$ cat src/rtl/fetch_pkg.sv
// Shared fetch-stage types and widths: the {pc, instr} entry carried from fetch to decode.
package fetch_pkg;

  localparam int FETCH_ADDR_W = 32;
  localparam int FETCH_DATA_W = 32;
  localparam logic [FETCH_ADDR_W-1:0] FETCH_RESET_PC = 32'h0;

  typedef struct packed {
    logic [FETCH_ADDR_W-1:0] pc;
    logic [FETCH_DATA_W-1:0] instr;
  } fetch_entry_t;

endpackage

$ cat src/rtl/fetch_queue_mem.sv
// Entry storage for the fetch queue: one synchronous write port, one asynchronous read port.
// Contents are deliberately not reset; validity is tracked by the queue's occupancy count.
module fetch_queue_mem
  import fetch_pkg::*;
#(
  parameter int DEPTH = 4,
  localparam int PTR_W = $clog2(DEPTH)
) (
  input  logic               CLK,
  input  logic               i_wrEn,
  input  logic [PTR_W-1:0]   i_wrPtr,
  input  fetch_entry_t       i_wrData,
  input  logic [PTR_W-1:0]   i_rdPtr,
  output fetch_entry_t       o_rdData
);

  fetch_entry_t r_mem [DEPTH];

  always_ff @(posedge CLK) begin
    if (i_wrEn) begin
      r_mem[i_wrPtr] <= i_wrData;
    end
  end

  assign o_rdData = r_mem[i_rdPtr];

endmodule

$ cat src/rtl/fetch_inst_queue.sv
// Prefetch instruction queue between fetch and decode, with single-cycle flush on redirect.
// Optional stall statistics counter is enabled with `define FETCH_QUEUE_STATS_EN.
module fetch_inst_queue
  import fetch_pkg::*;
#(
  parameter int DEPTH  = 4,
  parameter int DATA_W = FETCH_DATA_W,
  parameter int ADDR_W = FETCH_ADDR_W
) (
  input  logic                   CLK,
  input  logic                   RST,
  input  logic                   in_valid,
  output logic                   in_ready,
  input  logic [ADDR_W-1:0]      in_pc,
  input  logic [DATA_W-1:0]      in_instr,
  input  logic                   flush,
  output logic                   out_valid,
  input  logic                   out_ready,
  output logic [ADDR_W-1:0]      out_pc,
  output logic [DATA_W-1:0]      out_instr,
  output logic [$clog2(DEPTH):0] count
`ifdef FETCH_QUEUE_STATS_EN
  ,
  output logic [15:0]            stall_cnt
`endif
);

  localparam int PTR_W = $clog2(DEPTH);
  localparam int CNT_W = PTR_W + 1;

  logic [PTR_W-1:0] r_wrPtr;
  logic [PTR_W-1:0] r_rdPtr;
  logic [CNT_W-1:0] r_count;
  logic             w_full;
  logic             w_push;
  logic             w_pop;
  fetch_entry_t     w_wrEntry;
  fetch_entry_t     w_rdEntry;

  // in_ready depends only on registered state and reset, never on out_ready.
  assign w_full    = (r_count == CNT_W'(DEPTH));
  assign in_ready  = !w_full && !RST;
  assign out_valid = (r_count != '0);
  assign w_push    = in_valid && in_ready;
  assign w_pop     = out_valid && out_ready;
  assign count     = r_count;

  assign w_wrEntry.pc    = FETCH_ADDR_W'(in_pc);
  assign w_wrEntry.instr = FETCH_DATA_W'(in_instr);

  fetch_queue_mem #(
    .DEPTH(DEPTH)
  ) u_mem (
    .CLK      (CLK),
    .i_wrEn   (w_push && !flush),
    .i_wrPtr  (r_wrPtr),
    .i_wrData (w_wrEntry),
    .i_rdPtr  (r_rdPtr),
    .o_rdData (w_rdEntry)
  );

  assign out_pc    = out_valid ? ADDR_W'(w_rdEntry.pc)    : '0;
  assign out_instr = out_valid ? DATA_W'(w_rdEntry.instr) : '0;

  // Pointers wrap naturally at DEPTH; the separate count tells full from empty.
  always_ff @(posedge CLK or posedge RST) begin
    if (RST) begin
      r_wrPtr <= '0;
      r_rdPtr <= '0;
      r_count <= '0;
    end else if (flush) begin
      r_wrPtr <= '0;
      r_rdPtr <= '0;
      r_count <= '0;
    end else begin
      if (w_push) begin
        r_wrPtr <= r_wrPtr + PTR_W'(1);
      end
      if (w_pop) begin
        r_rdPtr <= r_rdPtr + PTR_W'(1);
      end
      r_count <= r_count + CNT_W'(w_push) - CNT_W'(w_pop);
    end
  end

`ifdef FETCH_QUEUE_STATS_EN
  logic [15:0] r_stallCnt;

  // Counts back-pressured fetch cycles; survives flush so redirects do not hide stalls.
  always_ff @(posedge CLK or posedge RST) begin
    if (RST) begin
      r_stallCnt <= '0;
    end else if (in_valid && !in_ready && (r_stallCnt != 16'hFFFF)) begin
      r_stallCnt <= r_stallCnt + 16'd1;
    end
  end

  assign stall_cnt = r_stallCnt;
`endif

endmodule

$ cat config.mk
export PLATFORM = sky130hd
export DESIGN_NAME = fetch_inst_queue
export DESIGN_NICKNAME = d
export VERILOG_FILES = /design/src/rtl/fetch_pkg.sv /design/src/rtl/fetch_queue_mem.sv /design/src/rtl/fetch_inst_queue.sv
export SDC_FILE = /design/constraint.sdc
export NUM_CORES = 1
export LEC_CHECK = 0
export CAP_MARGIN = 25
export CELL_PAD_IN_SITES_DETAIL_PLACEMENT = 1
export CELL_PAD_IN_SITES_GLOBAL_PLACEMENT = 1
export CORE_ASPECT_RATIO = 2
export CORE_MARGIN = 3
export CORE_UTILIZATION = 30
export CTS_CLUSTER_DIAMETER = 60
export DETAILED_ROUTE_END_ITERATION = 8
export PLACE_DENSITY_LB_ADDON = 0.1
export SETUP_SLACK_MARGIN = 0.1
export SYNTH_ARGS = -nofsm -noshare
export SYNTH_HDL_FRONTEND = slang
export SYNTH_SLANG_ARGS = --single-unit
$ cat constraint.sdc
create_clock -name CLK -period 4.2 [get_ports CLK]
set_input_delay 0.42 -clock CLK [delete_from_list [all_inputs] [get_ports CLK]]
set_output_delay 0.42 -clock CLK [all_outputs]
set_load 0.005 [all_outputs]
### After elaboration in Yosys (flattened, before gate mapping)

Memory sizes are Yosys's and may differ from the RTL's.
Index checks and enable logic that the tools add are counted.

* add/sub/neg operators: 4
* equality and inequality tests: 1
* mux-type cells: 9
* reduce and logical (&&, ||, !) cells: 10

Operators by type and width (number)
* 32-bit 2-to-1 mux: 2
* 2-bit 2-to-1 mux: 4
* 2-bit by 1-bit adder with 2-bit output, second input constant: 2
* 1-bit logical AND: 4
* 2-bit nonzero test: 2
* 3-bit by 1-bit adder with 3-bit output: 1
* 3-bit equality test, second input constant: 1
* 1-bit zero test: 3
* 3-bit 2-to-1 mux: 1
* 3-bit nonzero test: 1
* 3-bit by 1-bit subtractor with 3-bit output: 1
* 1-bit 2-to-1 mux: 2

* register bits: 7
* RAM bits: 256
* input port bits: 69
* word-level logic and storage cells: 28
* memories: 1

Memory list
* u_mem.r_mem: words 4, width 64, rd ports 1, clocked after memory_dff 0, wr ports 1, line fetch_queue_mem.sv:17 `fetch_entry_t r_mem [DEPTH];`

### Logic depth before layout (Yosys ltp)

Gate-level depths: netlist of run 1.

* depth after elaboration: 7
* gate-level depth with buffers: 10
* depth with buffers taken out: 10

### By module

From an unflattened synthesis of run 1, not the netlist that was laid out.

* cell total of the unflattened synthesis: 447
* area, all modules: 10173.5 sq um

By module, submodules not included
* fetch_queue_mem: times used 1, cells each 338, area each 9341.5 sq um, seq. area each 7687.4 sq um
* fetch_inst_queue: times used 1, cells each 109, area each 832.0 sq um, seq. area each 175.2 sq um

### Worst setup path after synthesis of run 1

Ideal clock, no wire load.

* kind: input-to-reg
* start: input port flush
* end: memory u_mem.r_mem[0][0] (netlist bit) (enable)
* library setup time: 0.429 ns
* data arrival time: 2.581 ns
* data required time: 3.771 ns
* path slack: 1.190 ns
* stages on the path: 3
* path buffers: 1
* cells stage by stage: clkbuf_1 -> nor4b_1 -> and2_1

* cells in the longest elaborated chain, start to end: 4

RTL lines
* from (decl): line fetch_inst_queue.sv:16 `input logic flush,`
* 1-bit zero test: line fetch_inst_queue.sv:55 `.i_wrEn (w_push && !flush),`
* 1-bit logical AND: line fetch_inst_queue.sv:55
* 1-bit 2-to-1 mux: line fetch_queue_mem.sv:20 `if (i_wrEn) begin`
* 1-bit 2-to-1 mux (implied by the code): line fetch_queue_mem.sv:21 `r_mem[i_wrPtr] <= i_wrData;`
* to (decl): line fetch_queue_mem.sv:17

No other way between the ends.

### Final worst setup path of run 1

* start: register r_rdPtr[0]
* end: output port out_instr[24]

* cells in the longest elaborated chain, start to end: 2

RTL lines
* from (decl): line fetch_inst_queue.sv:32 `logic [PTR_W-1:0] r_rdPtr;`
* from (signal assigned): line fetch_inst_queue.sv:80 `r_rdPtr <= r_rdPtr + PTR_W'(1);`
* memory 4 x 64 bit
* 32-bit 2-to-1 mux: line fetch_inst_queue.sv:63 `assign out_instr = out_valid ? DATA_W'(w_rdEntry.instr) : '0;`
* to (decl): line fetch_inst_queue.sv:20 `output logic [DATA_W-1:0] out_instr,`

No other way between the ends.

==> results.py, run 1 <==
metrics = {
    "run_status": {
        "status": "finished, final reports clean",
    },
    "final_layout": {
        "layout-drive-gt1-share_pct": 19.61,
        "fin_util_pct": 39.03,
        "final_common_cell": "edfxtp_1",
        "seqCellArea_um2": 7870,
        "final_nets": 679,
        "final_cell_mix": "edfxtp_1, clkdlybuf4s50_1, mux4_2, and2_1, clkbuf_16",
        "area_growth_pct": 27.35,
        "diodes": 0,
        "multi_input_area_um2": 2121,
        "n_fill_cell": 3149,
    },
    "yosys": {
        "synth_edf_count": 256,
        "synth_seq_area_share_pct": 77.63,
        "netlist_area_um2": 10130,
        "synth_adder_area_share_pct": 0.9389,
        "synth-simple-area-share_pct": 4.941,
        "synth_area_leaders": "edfxtp_1, mux4_2, and2_1",
        "synth_top_area_cell": "edfxtp_1",
        "synth_mux_area_share_pct": 14.44,
        "async_reset_ff_share_pct": 2.662,
        "synthFlopType": "edfxtp_1",
        "ys_seq_elements": 263,
        "avgSynthCellArea_um2": 22.36,
        "ys_warn_count": 0,
        "yosysTopAreaCellShare_pct": 75.90,
        "synth_compound_area_share_pct": 0.1606,
        "synth_xor_area_share_pct": 0.3459,
        "synthCells": 453,
        "synth_nets": 529,
        "synth_top_family_by_area": "multiplexers",
        "yosysUniqueCellTypes": 22,
    },
    "setup_path": {
        "start_kind": "flip-flop",
        "crit-reg2reg-launch": "count[2]",
        "end_kind": "primary output",
        "rr_worst_depth": 10,
        "rr_endpoint": "count[2]",
        "arrival_ps": 2950,
        "path_max_fanout": 26,
        "endpoint": "out_instr[24]",
        "crit_path_start": "r_rdPtr[0]",
        "r2r_setup_slack_ps": 1680,
        "required_ps": 3780,
        "critPathKind": "flip-flop to primary output",
    },
    "place": {
        "io_buffers": 137,
        "post-place-ws_ps": 1099,
        "globalplace.congestion": 0.6341,
        "dp_hpwl_mm": 13.57,
    },
    "sta": {
        "relSlewSlack_pct": 56.39,
        "rsz0062_at_grt": "no",
        "fin_crit_sh_pct": 80.13,
        "worst_pin_slew_ps": 645.0,
        "setup_viol_count_final": 0,
        "timing.fmax_ghz": 0.2972,
        "finalCriticalPeriod_ps": 3365,
        "clock_skew_ps": 12.77,
        "whs_ps": 228.2,
        "setup_ws_ps": 834.7,
        "setup_tns_ps": 0,
        "drv_slew": 0,
        "hold_viol": 0,
    },
    "clocking": {
        "cts-root-buf": "clkbuf_16",
        "clk-insertion-delay-late_ps": 530,
        "cts_resized": 0,
        "cts_hold_buf": 0,
        "numCtsBuffers": 25,
        "cts_sinks": 263,
        "max-clock-path-buffers": 3,
        "path_clk_slew_ps": 60,
        "cts_tree": "built",
        "post_cts_buffers": 0,
        "htree_num_levels": 1,
    },
    "drt": {
        "routed_wl_mm": 22.51,
        "vias_per_cell": 4.490,
        "vias": 4732,
        "ant_nets": 0,
        "drt_pass1_iterations": 4,
        "routedWlPerCell_um": 21.36,
        "drc": 0,
        "drtIter0Drc": 227,
    },
    "die": {
        "die_area_um2": 36140,
        "fp-row-count": 94,
        "start_util_pct": 30.65,
        "die_h_um": 265.9,
        "fp.coreArea_um2": 33050,
        "pin_count": 138,
        "die_x_um": 135.9,
    },
    "global_routing": {
        "globalRoute.busiestLayer": "met2",
        "first_global_vias": 5657,
        "use_met2_pct": 23.85,
        "use_met3_pct": 2.173,
        "grt_overflow": 0,
        "grt_pass1_wl_mm": 34.10,
        "grt_usage_pct": 12.58,
        "antenna_found_initial": 1,
        "use_met1_pct": 14.16,
        "grt_max_degree": 66,
    },
    "power_and_ir_drop": {
        "powerDensity_nw_per_um2": 559.1,
        "peakVddDrop_mv": 0.3291,
        "p_leak_nw": 4.042,
    },
    "min_path": {
        "min_path_type": "input port to asynchronous set/reset pin",
    },
    "run": {
        "maxCapViolations": 0,
    },
}
## worst min-delay path by stage
stage / startpoint / end / cells past startpoint
2_1_floorplan: RST / count[0] / 1
3_3_place_gp: r_wrPtr[1] / r_wrPtr[1] / 2
3_5_place_dp: r_wrPtr[1] / r_wrPtr[1] / 2
4_1_cts: RST / r_rdPtr[0] / 2
5_1_grt: RST / count[0] / 2
6_report: RST / r_rdPtr[0] / 2
## cell usage after synthesis, types with 2 or more instances
cell type and count:
edfxtp_1 256, and2_1 68, mux4_2 64, clkbuf_1 9, buf_2 8, dfrtp_1 7, inv_1 7, nor2_1 7
ha_1 6, buf_6 5, xor2_1 3, nand2b_1 2, nor3b_1 2
## worst max-delay path, cell delays in order (launching register included)
cell             delay (ps)
dfrtp_4                 800
buf_4                   410
mux4_2                  570
and2_1                  170
clkdlybuf4s50_1         440
## layout make-up
class	instances	area share [%]
multi-input combinational	161	16.44
timing repair buffer	145	11.74
tap	432	4.191
sequential	263	61.01
inverter	7	0.2037
clock buffer	28	5.015
clock inverter	18	1.397
## per-stage QoR
stage | total power [mW] | area, µm² | instances
3_5_place_dp | 5.063 | 12040 | 1007
4_1_cts | 7.363 | 12870 | 1053
5_1_grt | 7.577 | 12900 | 1054
3_3_place_gp | 5.052 | 12040 | 1007
6_report | 7.211 | 12900 | 1054
2_1_floorplan | 4.067 | 10130 | 453
## cells by family after synthesis
logic type,Yosys count
muxes,66
AOI/OAI and AO/OA,2
DFF,263
buffers and inverters,29
xor gates and xnor gates,4
adders and majority gates,7
and+or+nand+nor,82
## routing by layer
| layer | up-vias | wire length (µm) | part of all wire, % |
|---|---|---|---|
| met5 | - | 7 | 0.031 |
| met4 | 2 | 482 | 2.1 |
| met3 | 30 | 946 | 4.2 |
| met2 | 101 | 12430 | 55 |
| met1 | 2470 | 8648 | 38 |
| li1 | 2129 | - | - |
## registers in the layout, indices dropped and copies added, names as in the netlist
name / count
u_mem.r_mem: 256
count: 3
r_rdPtr: 2
r_wrPtr: 2
## power by group
| group | switching (mW) | total, mW | internal [mW] |
|---|---|---|---|
| Combinational | 0.711 | 1.87 | 1.15 |
| Clock | 0.970 | 2.27 | 1.30 |
| Sequential | 0.116 | 3.07 | 2.96 |
No activity file was read; power rests on OpenSTA's default activity.
==> inputs of run 2 (changes only) <==
==> constraint.sdc (replaced) <==
create_clock -name CLK -period 3.3 [get_ports CLK]
set_input_delay 0.33 -clock CLK [delete_from_list [all_inputs] [get_ports CLK]]
set_output_delay 0.33 -clock CLK [all_outputs]
set_load 0.005 [all_outputs]
==> results.py, run 2 (synthesis gave the netlist of run 1 again) <==
metrics = {
    "run": {
        "maxCapViolations": 0,
    },
    "power_and_ir_drop": {
        "peakVddDrop_mv": 0.5351,
        "total_power_mw": 8.961,
        "p_leak_nw": 4.067,
        "p_seq_share_pct": 43.2,
        "p_switching_mw": 2.207,
        "power_frac_clock_pct": 28.7,
        "internal-power_mw": 6.755,
        "switching_share_pct": 24.63,
        "powerDensity_nw_per_um2": 692.3,
        "combPwrFrac_pct": 28.1,
    },
    "final_layout": {
        "largest_register_ff_count": 256,
        "diodes": 0,
        "top_register": "u_mem.r_mem",
        "layout-drive-gt1-share_pct": 19.11,
        "n_fill_cell": 3174,
        "final_cells": 1060,
        "area_growth_pct": 27.81,
        "final_cell_mix": "edfxtp_1, clkdlybuf4s50_1, mux4_2, and2_1, clkbuf_16",
        "final_nets": 687,
        "final_common_cell": "edfxtp_1",
    },
    "setup_path": {
        "end_kind": "primary output",
        "r2r_setup_slack_ps": 870,
        "crit_path_start": "count[1]",
        "slowest_stage": "or3_2",
        "required_ps": 2970,
        "rr_endpoint": "count[2]",
        "start_kind": "flip-flop",
        "crit_path_max_incr_delay_ps": 710,
        "cp.depth": 4,
        "path_max_fanout": 43,
        "cp.buffers_inverters": 2,
        "crit-reg2reg-launch": "count[2]",
        "arrival_ps": 2620,
        "critPathKind": "flip-flop to primary output",
        "critPathTopFamily": "simple AND/OR/NAND/NOR gates",
        "cp_cell_sequence": "or3_2 -> buf_12 -> and2_1 -> clkdlybuf4s50_1",
        "rr_worst_depth": 10,
    },
    "clocking": {
        "numCtsBuffers": 24,
        "max-clock-path-buffers": 3,
        "cts-root-buf": "clkbuf_16",
        "cts_sinks": 263,
        "htree_num_levels": 1,
        "cts_tree": "built",
        "clk-insertion-delay-late_ps": 520,
        "cts_resized": 0,
        "path_clk_slew_ps": 60,
    },
    "place": {
        "io_buffers": 137,
        "globalplace.congestion": 0.6753,
        "dp.cells": 1016,
        "dp_hpwl_mm": 14.59,
    },
    "global_routing": {
        "antenna_found_initial": 2,
        "grt_pass1_wl_mm": 34.02,
        "grt_usage_pct": 12.58,
        "grt_max_degree": 44,
        "first_global_vias": 5672,
        "grt_overflow": 0,
    },
    "sta": {
        "worst_pin_slew_ps": 477.7,
        "relSlewSlack_pct": 68.08,
        "drv_slew": 0,
        "setup_viol_count_final": 0,
        "rsz0062_at_grt": "no",
        "finalCriticalPeriod_ps": 2948,
        "fin_crit_sh_pct": 89.32,
        "timing.fmax_ghz": 0.3393,
        "setup_tns_ps": 0,
        "clock_skew_ps": 9.944,
        "hold_viol": 0,
    },
    "drt": {
        "vias_per_cell": 4.554,
        "drt_pass1_iterations": 6,
        "routedWlPerCell_um": 21.43,
        "drc": 0,
        "ant_nets": 0,
        "vias": 4827,
        "routed_wl_mm": 22.72,
        "drtIter0Drc": 188,
    },
    "die": {
        "pin_count": 138,
        "fp-row-count": 94,
        "die_x_um": 135.9,
        "die_area_um2": 36140,
        "start_util_pct": 30.65,
        "fp.coreArea_um2": 33050,
        "die_h_um": 265.9,
    },
    "run_status": {
        "status": "finished, final reports clean",
    },
    "min_path": {
        "min_path_type": "input port to asynchronous set/reset pin",
    },
}
==> run 2: cell count changes in the layout (fill, tap and decap cells not counted), sizes merged <==
cell,before,now
buf,8,17
clkbuf,28,35
clkinvlp,4,0
bufinv,3,0
clkinv,10,8
inv,8,7
==> run 2: cell type report <==
| cell class | instances | area (µm²) | area share, % |
|---|---|---|---|
| sequential | 263 | 7870 | 60.80 |
| multi-input combinational | 161 | 2121 | 16.38 |
| timing repair buffer | 154 | 1669 | 12.89 |
| clock buffer | 35 | 683.2 | 5.277 |
| tap | 432 | 540.5 | 4.176 |
| clock inverter | 8 | 35.03 | 0.2706 |
| inverter | 7 | 26.28 | 0.2030 |
==> run 2: worst max path at each step <==
stage	end	slack, ps
2_1_floorplan	u_mem.r_mem[0][0]	350
3_3_place_gp	out_pc[3]	660
3_5_place_dp	count[2]	660
4_1_cts	out_instr[1]	130
5_1_grt	out_instr[1]	210
6_report	out_pc[3]	350
==> run 2: per-layer routing <==
layer	GRT usage [%]	share of wire [%]
met5	0	0.12
met3	2.268	4.4
met4	3.927	2.1
met2	24.41	57
met1	13.55	36
==> run 2: what timing repair did <==
| item | CTS | global route |
|---|---|---|
| hold buffers | 0 | 0 |
| setup endpoints to repair | 0 | 12 |
| hold endpoints to repair | 0 | 0 |
| setup buffers | 0 | 1 |
==> run 2: through the flow <==
stage          util, %  hold slack, ps  setup WS [ps]  cell area (µm²)
2_1_floorplan        -           133.4          349.1            10130
3_3_place_gp     36.85           595.8          664.3            12180
3_5_place_dp     36.91           602.7          655.2            12200
4_1_cts          39.09           126.7          132.8            12920
5_1_grt          39.17           163.0          207.4            12940
6_report         39.17           142.7          352.4            12940
==> run 2: power by group through the flow <==
stage,Sequential [mW],Clock [mW],Combinational (mW)
2_1_floorplan,3.87,0,1.30
4_1_cts,3.90,2.68,2.55
3_5_place_dp,3.97,0,2.54
6_report,3.87,2.57,2.52
5_1_grt,3.89,2.78,2.74
3_3_place_gp,3.96,0,2.49
==> inputs of run 3 (changes only) <==
--- a/config.mk
+++ b/config.mk
@@ -13,8 +13,10 @@
 export CORE_UTILIZATION = 30
 export CTS_CLUSTER_DIAMETER = 60
 export DETAILED_ROUTE_END_ITERATION = 8
-export PLACE_DENSITY_LB_ADDON = 0.1
+export GPL_TIMING_DRIVEN = 0
+export PLACE_DENSITY_LB_ADDON = 0.2
 export SETUP_SLACK_MARGIN = 0.1
+export SLEW_MARGIN = 10
 export SYNTH_ARGS = -nofsm -noshare
 export SYNTH_HDL_FRONTEND = slang
 export SYNTH_SLANG_ARGS = --single-unit
==> results.py, run 3 (synthesis gave the netlist of run 1 again) <==
metrics = {
    "clocking": {
        "cts_sinks": 263,
        "htree_num_levels": 1,
        "path_clk_slew_ps": 70,
        "cts_tree": "built",
        "post_cts_buffers": 0,
        "cts-root-buf": "clkbuf_16",
        "clk-insertion-delay-late_ps": 520,
        "numCtsBuffers": 24,
        "max-clock-path-buffers": 3,
    },
    "place": {
        "dp.cells": 1025,
        "io_buffers": 136,
        "dp_hpwl_mm": 14.49,
        "globalplace.congestion": 0.6993,
    },
    "global_routing": {
        "grt_max_degree": 37,
        "grt_usage_pct": 12.52,
        "grt_overflow": 0,
        "antenna_found_initial": 0,
        "grt_pass1_wl_mm": 33.79,
        "first_global_vias": 5673,
    },
    "power_and_ir_drop": {
        "p_leak_nw": 4.091,
        "peakVddDrop_mv": 0.4056,
        "total_power_mw": 9.133,
        "powerDensity_nw_per_um2": 705.8,
    },
    "final_layout": {
        "final_nets": 695,
        "largest_register_ff_count": 256,
        "n_fill_cell": 3165,
        "final_common_cell": "edfxtp_1",
        "diodes": 0,
        "area_growth_pct": 27.75,
        "layout-drive-gt1-share_pct": 20.09,
        "final_cell_mix": "edfxtp_1, clkdlybuf4s50_1, mux4_2, and2_1, clkbuf_16",
        "top_register": "u_mem.r_mem",
        "final_cells": 1069,
    },
    "sta": {
        "relSlewSlack_pct": 50.93,
        "whs_ps": 119.1,
        "drv_slew": 0,
        "hold_viol": 0,
        "clock_skew_ps": 6.349,
        "setup_viol_count_final": 0,
        "timing.fmax_ghz": 0.3376,
        "fin_crit_sh_pct": 89.76,
        "finalCriticalPeriod_ps": 2962,
        "rsz0062_at_grt": "no",
        "worst_pin_slew_ps": 725.8,
    },
    "die": {
        "die_h_um": 265.9,
        "start_util_pct": 30.65,
        "fp-row-count": 94,
        "pin_count": 138,
        "die_area_um2": 36140,
        "fp.coreArea_um2": 33050,
        "die_x_um": 135.9,
    },
    "setup_path": {
        "arrival_ps": 2630,
        "end_kind": "primary output",
        "crit_path_max_incr_delay_ps": 480,
        "start_kind": "flip-flop",
        "slowest_stage": "dfrtp_1",
        "r2r_setup_slack_ps": 790,
        "cp_cell_sequence": "or3_1 -> clkbuf_2 -> clkbuf_2 -> and2_1 -> clkdlybuf4s50_1",
        "rr_worst_depth": 4,
        "cp.buffers_inverters": 3,
        "critPathTopFamily": "buffers and inverters",
        "crit_path_start": "count[1]",
        "crit-reg2reg-launch": "count[1]",
        "critPathKind": "flip-flop to primary output",
        "path_max_fanout": 10,
        "path_common_cell": "clkbuf_2",
        "required_ps": 2970,
        "rr_endpoint": "u_mem.r_mem[0][60]",
    },
    "drt": {
        "vias_per_cell": 4.548,
        "drtIter0Drc": 222,
        "routedWlPerCell_um": 20.91,
        "vias": 4862,
        "ant_nets": 0,
        "drc": 0,
        "routed_wl_mm": 22.36,
        "drt_pass1_iterations": 4,
    },
    "run_status": {
        "status": "finished, final reports clean",
    },
    "run": {
        "maxCapViolations": 0,
    },
    "min_path": {
        "min_path_type": "input port to asynchronous set/reset pin",
    },
}
-- run 3: cell count changes in the layout (fill, tap and decap cells not counted), sizes merged --
cell / before / now
clkdlybuf4s50: 137 / 136
bufinv: 0 / 2
clkinvlp: 0 / 5
clkinv: 8 / 7
clkbuf: 35 / 39
-- run 3: worst reg2reg max path, cell delays in order (launching register included) --
cell and delay, ps:
dfrtp_1 500, nor3b_1 130, nor4b_1 630, and2_4 600, buf_16 310
-- run 3: power breakdown --
part	total (mW)	switching (mW)	leakage (nW)	internal (mW)
registers	3.81	0.0461	2.40	3.76
clock network	2.74	1.19	0.364	1.55
logic	2.58	1.06	1.32	1.52
-- run 3: final cells by class --
| cell class | count | area [µm²] | area share, % |
|---|---|---|---|
| Tap cell | 432 | 540.5 | 4.178 |
| Buffer | 22 | 137.6 | 1.064 |
| Clock inverter | 14 | 136.4 | 1.054 |
| Inverter | 7 | 26.28 | 0.2031 |
| Multi-Input combinational cell | 161 | 2120 | 16.38 |
| Clock buffer | 30 | 644.4 | 4.980 |
| Sequential cell | 263 | 7863 | 60.77 |
| Timing Repair Buffer | 140 | 1471 | 11.37 |
-- run 3: how the worst max path moves through the flow --
| stage | slack (ps) | cells past startpoint | to |
|---|---|---|---|
| 6_report | 340 | 5 | out_instr[14] |
| 5_1_grt | 150 | 5 | out_pc[3] |
| 4_1_cts | 140 | 5 | out_instr[14] |
| 3_5_place_dp | 440 | 5 | out_instr[14] |
| 3_3_place_gp | -1400 | 3 | u_mem.r_mem[0][62] |
| 2_1_floorplan | 350 | 3 | u_mem.r_mem[0][0] |
-- run 3: layer usage --
layer / global-route usage [%] / part of all wire, % / vias up
li1: - / - / 2158
met1: 13.20 / 36 / 2564
met2: 24.50 / 57 / 106
met3: 2.116 / 4.4 / 34
met4: 4.309 / 2.5 / 0
met5: 0 / 0 / -
-- run 3: what timing repair did --
action | 4_1_cts | 5_1_grt
endpoints found under the setup margin | 50 | 25
gates resized for setup | 1 | 10
cloned | 0 | 0
hold buffers | 0 | 0
-- run 3: metrics by stage --
stage	setup slack (ps)	TNS, ps	cell area, µm²	util (%)
6_report	337.8	0	12940	39.15
5_1_grt	153.0	0	12940	39.15
4_1_cts	140.7	0	12930	39.13
3_5_place_dp	444.9	0	12150	36.76
3_3_place_gp	-1395	-353800	12030	36.40
2_1_floorplan	349.1	0	10130	-
